File: config.mk
export PLATFORM = sky130hd
export DESIGN_NAME = if_stage
export DESIGN_NICKNAME = d
export VERILOG_FILES = /design/src/rtl/if_stage.sv
export SDC_FILE = /design/constraint.sdc
export NUM_CORES = 1
export LEC_CHECK = 0
export BUFFER_PORTS_ARGS = -buffer_cell sky130_fd_sc_hd__buf_2
export CAP_MARGIN = 10
export CORE_UTILIZATION = 50
export CTS_CLUSTER_SIZE = 30
export DETAILED_ROUTE_END_ITERATION = 10
export GPL_ROUTABILITY_DRIVEN = 1
export GPL_TIMING_DRIVEN = 0
export PLACE_DENSITY = 0.78
export SLEW_MARGIN = 0
export SYNTH_ARGS = -nofsm -noshare
export SYNTH_HDL_FRONTEND = slang
export SYNTH_SLANG_ARGS = --single-unit
File: constraint.sdc
create_clock -name clk -period 3 [get_ports clk]
set_input_delay 0.45 -clock clk [delete_from_list [all_inputs] [get_ports clk]]
set_output_delay 0.45 -clock clk [all_outputs]
set_load 0.05 [all_outputs]
File: src/rtl/if_stage.sv
// -----------------------------------------------------------------------------
// if_stage -- instruction fetch stage with IF/ID pipeline register.
//
// Holds the program counter, drives the instruction memory address
// combinationally from it, and latches the fetched word into the IF/ID
// register. Supports downstream stall, branch/jump redirect (with bubble
// insertion), misaligned-target fault capture and a sticky halt.
//
// Ports:
//   clk          single clock, rising-edge state updates
//   rst          asynchronous active-low reset
//   stall        hold PC and IF/ID
//   redirect     taken branch/jump resolved downstream
//   redirect_pc  redirect target
//   halt_req     downstream halt request
//   InstAddr     instruction memory address (current PC)
//   InstWord     instruction memory read data for InstAddr
//   if_pc        IF/ID: PC of latched instruction
//   if_inst      IF/ID: latched instruction word
//   if_pc4       IF/ID: if_pc + 4
//   if_valid     IF/ID holds a real instruction
//   if_halt      IF/ID carries a fetch fault (misaligned redirect target)
//   halted       stage stopped, sticky until reset
// -----------------------------------------------------------------------------
module if_stage #(
    parameter logic [31:0] RESET_PC = 32'h0000_0000,
    parameter logic [31:0] NOP_INST = 32'h0000_0013
) (
    input  logic        clk,
    input  logic        rst,
    input  logic        stall,
    input  logic        redirect,
    input  logic [31:0] redirect_pc,
    input  logic        halt_req,
    output logic [31:0] InstAddr,
    input  logic [31:0] InstWord,
    output logic [31:0] if_pc,
    output logic [31:0] if_inst,
    output logic [31:0] if_pc4,
    output logic        if_valid,
    output logic        if_halt,
    output logic        halted
);

    typedef enum logic [1:0] {
        ST_RUN    = 2'b00,
        ST_FAULT  = 2'b01,
        ST_HALTED = 2'b10
    } state_t;

    state_t      state_r;
    logic [31:0] pc_r;
    logic [31:0] pc_plus4_s;
    logic [31:0] redirect_pc4_s;
    logic        redirect_misaligned_s;

    // A fetch address is legal only when it is word aligned.
    function automatic logic is_word_aligned(input logic [31:0] addr);
        return (addr[1:0] == 2'b00);
    endfunction

    // Memory address comes straight from the PC register: no added latency.
    assign InstAddr = pc_r;

    // Sequential PC increment wraps modulo 2^32 by construction.
    assign pc_plus4_s            = pc_r + 32'd4;
    assign redirect_pc4_s        = redirect_pc + 32'd4;
    assign redirect_misaligned_s = !is_word_aligned(redirect_pc);

    // Fetch FSM: PC, state and all IF/ID fields, with halt_req > redirect > stall.
    always_ff @(posedge clk or negedge rst) begin
        if (!rst) begin
            state_r  <= ST_RUN;
            pc_r     <= RESET_PC;
            if_pc    <= 32'h0000_0000;
            if_inst  <= NOP_INST;
            if_pc4   <= 32'h0000_0000;
            if_valid <= 1'b0;
            if_halt  <= 1'b0;
            halted   <= 1'b0;
        end else begin
            case (state_r)
                ST_RUN: begin
                    if (halt_req) begin
                        // PC frozen; IF/ID flushed to a plain bubble.
                        state_r  <= ST_HALTED;
                        halted   <= 1'b1;
                        if_pc    <= 32'h0000_0000;
                        if_inst  <= NOP_INST;
                        if_pc4   <= 32'h0000_0000;
                        if_valid <= 1'b0;
                        if_halt  <= 1'b0;
                    end else if (redirect) begin
                        if (redirect_misaligned_s) begin
                            // Capture the bad target in IF/ID so the fault
                            // can be reported downstream; PC is left alone.
                            state_r  <= ST_FAULT;
                            if_pc    <= redirect_pc;
                            if_inst  <= NOP_INST;
                            if_pc4   <= redirect_pc4_s;
                            if_valid <= 1'b0;
                            if_halt  <= 1'b1;
                        end else begin
                            // Wrong-path instruction in IF/ID is squashed.
                            pc_r     <= redirect_pc;
                            if_pc    <= 32'h0000_0000;
                            if_inst  <= NOP_INST;
                            if_pc4   <= 32'h0000_0000;
                            if_valid <= 1'b0;
                            if_halt  <= 1'b0;
                        end
                    end else if (stall) begin
                        pc_r <= pc_r;
                    end else begin
                        pc_r     <= pc_plus4_s;
                        if_pc    <= pc_r;
                        if_inst  <= InstWord;
                        if_pc4   <= pc_plus4_s;
                        if_valid <= 1'b1;
                        if_halt  <= 1'b0;
                    end
                end
                ST_FAULT: begin
                    if (halt_req) begin
                        state_r  <= ST_HALTED;
                        halted   <= 1'b1;
                        if_pc    <= 32'h0000_0000;
                        if_inst  <= NOP_INST;
                        if_pc4   <= 32'h0000_0000;
                        if_valid <= 1'b0;
                        if_halt  <= 1'b0;
                    end else begin
                        // Everything frozen until the halt request arrives.
                        state_r <= ST_FAULT;
                    end
                end
                ST_HALTED: begin
                    // Only reset leaves this state.
                    state_r <= ST_HALTED;
                    halted  <= 1'b1;
                end
                default: begin
                    // Corrupted state encoding: stop safely with a bubble.
                    state_r  <= ST_HALTED;
                    halted   <= 1'b1;
                    if_pc    <= 32'h0000_0000;
                    if_inst  <= NOP_INST;
                    if_pc4   <= 32'h0000_0000;
                    if_valid <= 1'b0;
                    if_halt  <= 1'b0;
                end
            endcase
        end
    end

endmodule
==> summary.md, run 1 <==
| Metric | Value |
|---|---|
| Final worst-path cycle share | 91.2% |
| Global route overflow | 0 |
| Synth Area per Inst | 9.84 µm² |
| Initial Utilization | between 50% and 60% |
| Reg2reg start | state_r[0]$_DFFE_PN0P_ |
| Part of the power in the clock network | 45.6% |
| Yosys top cell by area | dfrtp_1 |
| Drc violations | 0 |
| Synth warnings | 0 |
| First-pass GRT wire length | 33600 µm |
| Net Sw Power | ~1.3 mW |
| Hpwl dp | 15600 µm |
| Min-Delay Path Class | input pin to async pin |
| Max stage delay on crit path | 0.65 ns |
| Mapped Cells | around 700 |
| Internal power | 3.42 mW |
| Final Max Slew Viols | 0 |
| Clock sinks | 131 |
| Vert. Die Dim | 119 µm |
| CP Class | flip-flop to flip-flop |
| Synth Register Bits | 131 |
| WL/cell | 19.9 µm |
| Routed vias | about 6600 |
| Status | finished with violations |
| Ranking of synthesized cells by area | dfrtp_1, a22o_1, a222oi_1 |
| Critical path's slowest cell | nor3_2 |
| Post-synthesis sequential area ratio | 47.9% |
| Vias in the first global route | 6272 |
| Placeable Area | around 0.013 mm² |
| RSZ-0062 raised after global routing | false |
| Crit path from | state_r[0]$_DFFE_PN0P_ |
| Power density over the cells | 542 mW/mm² |
| CP delay by family, top | simple AND/OR/NAND/NOR gates |
| Final WS setup | roughly 0.27 ns |
| Nets | 980 |
| Hold Buf Count CTS | 0 |
| Post-Syn Area | roughly 0.0069 mm² |
| Max Clock Skew | 0.00714 ns |
| Largest net degree at the start of global routing | 74 |
| Pre-CTS WS | 0.106 ns |
| Tot GR Track Use | 31.3% |
| Dpl cell area | 0.00807 mm² |
| Area of the die | 0.0142 mm² |
| Fin Setup TNS | 0 ns |
| Postcts setup bufs | 0 |
| Clk buf depth | 2 |
| Post-synth ARST share | 100% |
| R2r endpoint | InstAddr[5]$_DFFE_PN0P_ |
| CP Cell Sequence | or3_1 > clkbuf_1 > nor3_2 > clkbuf_1 > nand2_1 > mux2i_1 > a21oi_1 |
| Final wirelength | 21900 µm |
| GR peak layer | met2 |
| Slew margin rel. | 37.0% |
| Crit path top cell by count | clkbuf_1 |
| Most frequent cells in the layout | buf_2, dfrtp_1, nand2_1 |
| Final hold vios | 13 |
| Syn nets | 768 |
| Crit start category | flip-flop |
| Comb pwr share | 14.1% |
| Sw Ratio | 27.4% |
| Root buf cell | clkbuf_16 |
| Static Leakage | 4.40 nW |
| Post-synth top area share | 46.7% |
| Inserted Diodes | 0 |
| CTS buffer count | 17 |
| DRT Pass-1 Iters | 6 |
| Initial DRC count | 730 |
| Buf/Inv on CP | 2 |
| Fin util | 65.3% |
| Slew @ Worst Pin | 0.918 ns |
| Max-cap viol count | 0 |
| Post-synth EDFFs | 0 |
| Failing checks | negative hold slack |
| Initial antenna violation count | 0 |
| Most common cell after layout, fill and taps aside | buf_2 |
| Worst-path fanout max | 10 |
| # IOs | 200 |
| Worst-path clk slew | 0.06 ns |
| Max IR drop VDD | 396 µV |
| Die W | 119 µm |
| CP Data Arrival Time | 3.01 ns |
| Worst Reg2Reg Path Length in Cells | 7 |
| Sequential fraction of design power | 40.3% |
| Worst setup EP type | flip-flop |
| Worst-Skew Late Latency | 0.43 ns |
| GRT met1 Usage | 40.1% |
| Yosys cell types | 55 |
| Worst path required time | 3.27 ns |
| Cts repair resizes | 0 |
| H-tree depth | 4 |
| Flop2flop setup slack | 0.27 ns |
| Proportion of layout cells with a drive suffix above 1 | just under 30% |
| Cells after DPL | 1066 |
| CTS tree | built |
| Finished Cell Area | just under 0.009 mm² |
| Syn-to-layout area delta | 26.7% |
| Met2 Track Usage GR | 50.9% |
| Final hold slack | -0.0219 ns |
| Vias per cell | 6.01 |
| Num rows | 42 |
| Most used flip-flop cell after synthesis | dfrtp_1 |
| # setup viols final | 0 |
| Min Tclk post-route | around 2.7 ns |
| Power consumption | 4.71 mW |
| Port Buffers | ~190 |
| Final ANT Viol Nets | 0 |
| Final Wtd Congestion | about 0.97 |
| Maximum clock frequency | 366 MHz |
| GR Util met3 | between 6 and 7% |
| Finished Layout Cells | 1098 |
[layer usage]
layer	vias up	share of wire [%]
li1	3000	-
met1	3109	40
met4	0	3.2
met2	430	46
met3	62	11
met5	-	0
[flip-flops by register name, indices dropped and copies added (netlist names)]
register / cells
InstAddr: 32
if_inst: 32
if_pc: 32
if_pc4: 30
state_r: 2
halted: 1
if_halt: 1
if_valid: 1
[how the worst max path moves through the flow]
stage / end / slack [ns] / cells past startpoint
after floorplan: if_pc4[25]$_DFFE_PN0P_ / 0.37 / 6
after global placement: if_inst[14]$_DFFE_PN0P_ / -0.27 / 1
after detailed placement: if_pc[0]$_DFFE_PN0P_ / 0.11 / 8
after CTS: InstAddr[29]$_DFFE_PN0P_ / 0.29 / 7
after global routing: if_pc4[26]$_DFFE_PN0P_ / 0.18 / 6
final: InstAddr[5]$_DFFE_PN0P_ / 0.27 / 7
[synth_stat cells, types with 5 or more instances]
master and n:
o221ai_1 10, a21oi_1 34, buf_2 17, clkbuf_1 45
xor2_1 20, or3_1 5, dfrtp_1 128, nor4_1 6
and2_1 5, nand4_1 19, o31ai_1 6, o22ai_1 32
a221o_1 7, nor3_1 18, a22o_1 36, o21ai_0 15
or4_1 5, nand2_1 53, nor2_1 29, inv_1 40
nand3_1 30, a22oi_1 6, mux2i_1 21, a222oi_1 25
xnor2_1 28
[cell type report]
cell class / instances / area (µm²)
Tap cell: 176 / 220
Multi-Input combinational cell: 455 / 3120
Clock buffer: 24 / 492
Clock inverter: 8 / 124
Inverter: 40 / 150
Buffer: 71 / 304
Timing Repair Buffer: 193 / 995
Fill cell: 1142 / 4610
Sequential cell: 131 / 3280
[logic make-up (layout without fill, tap and decap cells)]
kind of cell / after synthesis / in the layout / share of synthesized area (%)
AO/OA/AOI/OAI: 186 / 186 / 20.1
XOR/XNOR: 48 / 48 / 6.13
adder cells (fa/ha/maj): 2 / 2 / 0.365
buffers and inverters: 111 / 336 / 6.62
flip-flops: 131 / 131 / 47.9
multiplexers: 24 / 24 / 3.56
AND/OR/NAND/NOR: 195 / 195 / 15.4
[power by group through the flow]
stage | clock (mW) | sequential, mW | combinational [mW]
final | 2.15 | 1.90 | 0.662
after global routing | 2.25 | 1.91 | 0.699
after CTS | 2.16 | 1.90 | 0.663
after detailed placement | 0 | 1.93 | 0.661
after global placement | 0 | 1.93 | 0.651
after floorplan | 0 | 2.20 | 0.151
[worst register-to-register path, delay by kind of cell, from the launching register on]
family          cells  cell delay [ns]
simple gates        3             1.12
buf+inv             2             0.80
flops               1             0.41
mux                 1             0.16
compound gates      1             0.09
Power figures use the tool's default switching activity.
==> inputs of run 2 (changes only) <==
--- a/config.mk
+++ b/config.mk
@@ -12,7 +12,7 @@
 export DETAILED_ROUTE_END_ITERATION = 10
 export GPL_ROUTABILITY_DRIVEN = 1
 export GPL_TIMING_DRIVEN = 0
-export PLACE_DENSITY = 0.78
+export PLACE_DENSITY_LB_ADDON = 0.25
 export SLEW_MARGIN = 0
 export SYNTH_ARGS = -nofsm -noshare
 export SYNTH_HDL_FRONTEND = slang
==> summary.md, run 2 (synthesized netlist as in run 1, its figures left out) <==
| Metric | Value |
|---|---|
| Area of the die | 0.0142 mm² (unchanged) |
| Final hold vios | 0 (-13) |
| Fin Setup TNS | 0 ns (unchanged) |
| Largest net degree at the start of global routing | 88 (+19%) |
| Routed vias | 6636 (+0.53%) |
| Port Buffers | 191 (unchanged) |
| Initial Utilization | 51.6% (unchanged) |
| Flop2flop setup slack | 0.32 ns (+0.05 ns) |
| Fin util | 65.1% (-0.25 points) |
| Crit path from | state_r[0]$_DFFE_PN0P_ |
| Min-Delay Path Class | input pin to flip-flop |
| Crit start category | flip-flop |
| H-tree depth | 4 (unchanged) |
| RSZ-0062 raised after global routing | false |
| Worst-Skew Late Latency | 0.42 ns (about the same) |
| Reg area | 0.00328 mm² (unchanged) |
| Vias in the first global route | 6167 (-1.7%) |
| Max IR drop VDD | 359 µV (-9.3%) |
| Cts repair resizes | 0 (unchanged) |
| Multi-input gate area | 0.00312 mm² (unchanged) |
| Hold Buf Count CTS | 1 (+1) |
| Final Wtd Congestion | 0.990 (+2.2%) |
| WL/cell | 19.7 µm (-1.0%) |
| Drc violations | 0 (unchanged) |
| DRT Pass-1 Iters | 9 (+3) |
| First-pass GRT wire length | 33500 µm (-0.31%) |
| Vert. Die Dim | 119 µm (unchanged) |
| Final worst-path cycle share | 89.4% (-1.7 points) |
| Proportion of layout cells with a drive suffix above 1 | 28.9% (+0.077 points) |
| Filler Cell Count | 1129 (-1.1%) |
| CTS tree | built |
| Final Max Slew Viols | 0 (unchanged) |
| Cells after DPL | 1066 (unchanged) |
| Initial antenna violation count | 0 (unchanged) |
| Status | complete, no violations |
| Max-cap viol count | 0 (unchanged) |
| Final wirelength | 21700 µm (-0.92%) |
| Vias per cell | 6.04 (+0.44%) |
| Clock sinks | 131 (unchanged) |
| Most common cell after layout, fill and taps aside | buf_2 |
| Static Leakage | 4.37 nW (-0.61%) |
| Reg2reg start | state_r[0]$_DFFE_PN0P_ |
| Tot GR Track Use | 31.0% (-0.24 points) |
| Num rows | 42 (unchanged) |
| Final ANT Viol Nets | 0 (unchanged) |
| Inserted Diodes | 0 (unchanged) |
| Hold Startpoint | InstWord[29] |
| Final WS setup | 0.317 ns (+0.0515 ns) |
| Worst path required time | 3.26 ns (about the same) |
| Power consumption | 4.56 mW (-3.2%) |
| Min Tclk post-route | 2.68 ns (-0.0515 ns) |
| Worst setup EP type | flip-flop |
| Root buf cell | clkbuf_16 |
| # setup viols final | 0 (unchanged) |
| Clk buf depth | 2 (unchanged) |
| CP Class | flip-flop to flip-flop |
| CP Data Arrival Time | 2.95 ns (-0.06 ns) |
| Nets | 981 (+0.10%) |
| Die W | 119 µm (unchanged) |
| # IOs | 200 (unchanged) |
| Postcts setup bufs | 0 (unchanged) |
| Hpwl dp | 15700 µm (+0.76%) |
| Worst-path fanout max | 10 (unchanged) |
| Global route overflow | 0 (unchanged) |
| CTS buffer count | 17 (unchanged) |
| Slew @ Worst Pin | 0.910 ns (-0.00836 ns) |
| Syn-to-layout area delta | 26.2% |
| Worst-path clk slew | 0.06 ns (about the same) |
| Maximum clock frequency | 373 MHz (+1.9%) |
| Max Clock Skew | 0.00708 ns (-0.0000591 ns) |
| Slew margin rel. | 37.6% (+0.57 points) |
| Power density over the cells | 527 mW/mm² (-2.8%) |
| Placeable Area | 0.0133 mm² (unchanged) |
| Initial DRC count | 742 (+1.6%) |
| Most frequent cells in the layout | buf_2, dfrtp_1, nand2_1 |
| Pre-CTS WS | 0.0602 ns (-0.0454 ns) |
| Finished Layout Cells | 1099 (+0.091%) |
==> run 2: worst max-delay path: stages, from the launching register on <==
cell      delay (ns)
dfrtp_1         0.41
or3_1           0.35
clkbuf_1        0.20
nor3_2          0.56
clkbuf_1        0.64
nand2_1         0.11
mux2i_1         0.15
a21oi_1         0.10
==> run 2: stage by stage <==
step | hold WS (ns) | instance area (µm²)
after floorplan | 0.154 | 6860
after global placement | 0.447 | 8030
after detailed placement | 0.406 | 8070
after CTS | 0.226 | 8650
after global routing | 0.236 | 8650
final | 0.240 | 8650
==> run 2: area by class of cell <==
cell class                 instances  share of cell area, %
tap                              176                   2.54
multi-input combinational        455                   36.1
clock inverter                    13                   1.60
inverter                          40                   1.74
buffer                            71                   3.51
sequential                       131                   37.9
timing repair buffer             194                   11.6
clock buffer                      19                   5.00
==> run 2: final timing paths <==
check,endpoint,depth (start not counted)
max,InstAddr[5]$_DFFE_PN0P_,7
min,if_inst[29]$_DFFE_PN0P_,2
max reg2reg,InstAddr[5]$_DFFE_PN0P_,7
min reg2reg,if_inst[4]$_DFFE_PN1P_,2
max in group asynchronous,if_inst[4]$_DFFE_PN1P_,3
min in group asynchronous,if_pc4[27]$_DFFE_PN0P_,2
==> run 2: layer usage <==
metal | track usage, % | vias up | share of wire, %
met2 | 48.6 | 365 | 47
met3 | 7.04 | 43 | 8.7
met5 | 0 | - | 0
li1 | - | 3007 | -
met4 | 12.4 | 0 | 2.4
met1 | 41.7 | 3221 | 42
==> run 2: power breakdown <==
group	switching [mW]	internal (mW)	total (mW)
clock	0.779	1.22	2.00
sequential	0.0524	1.85	1.90
combinational	0.484	0.179	0.663
total	1.31	3.25	4.56
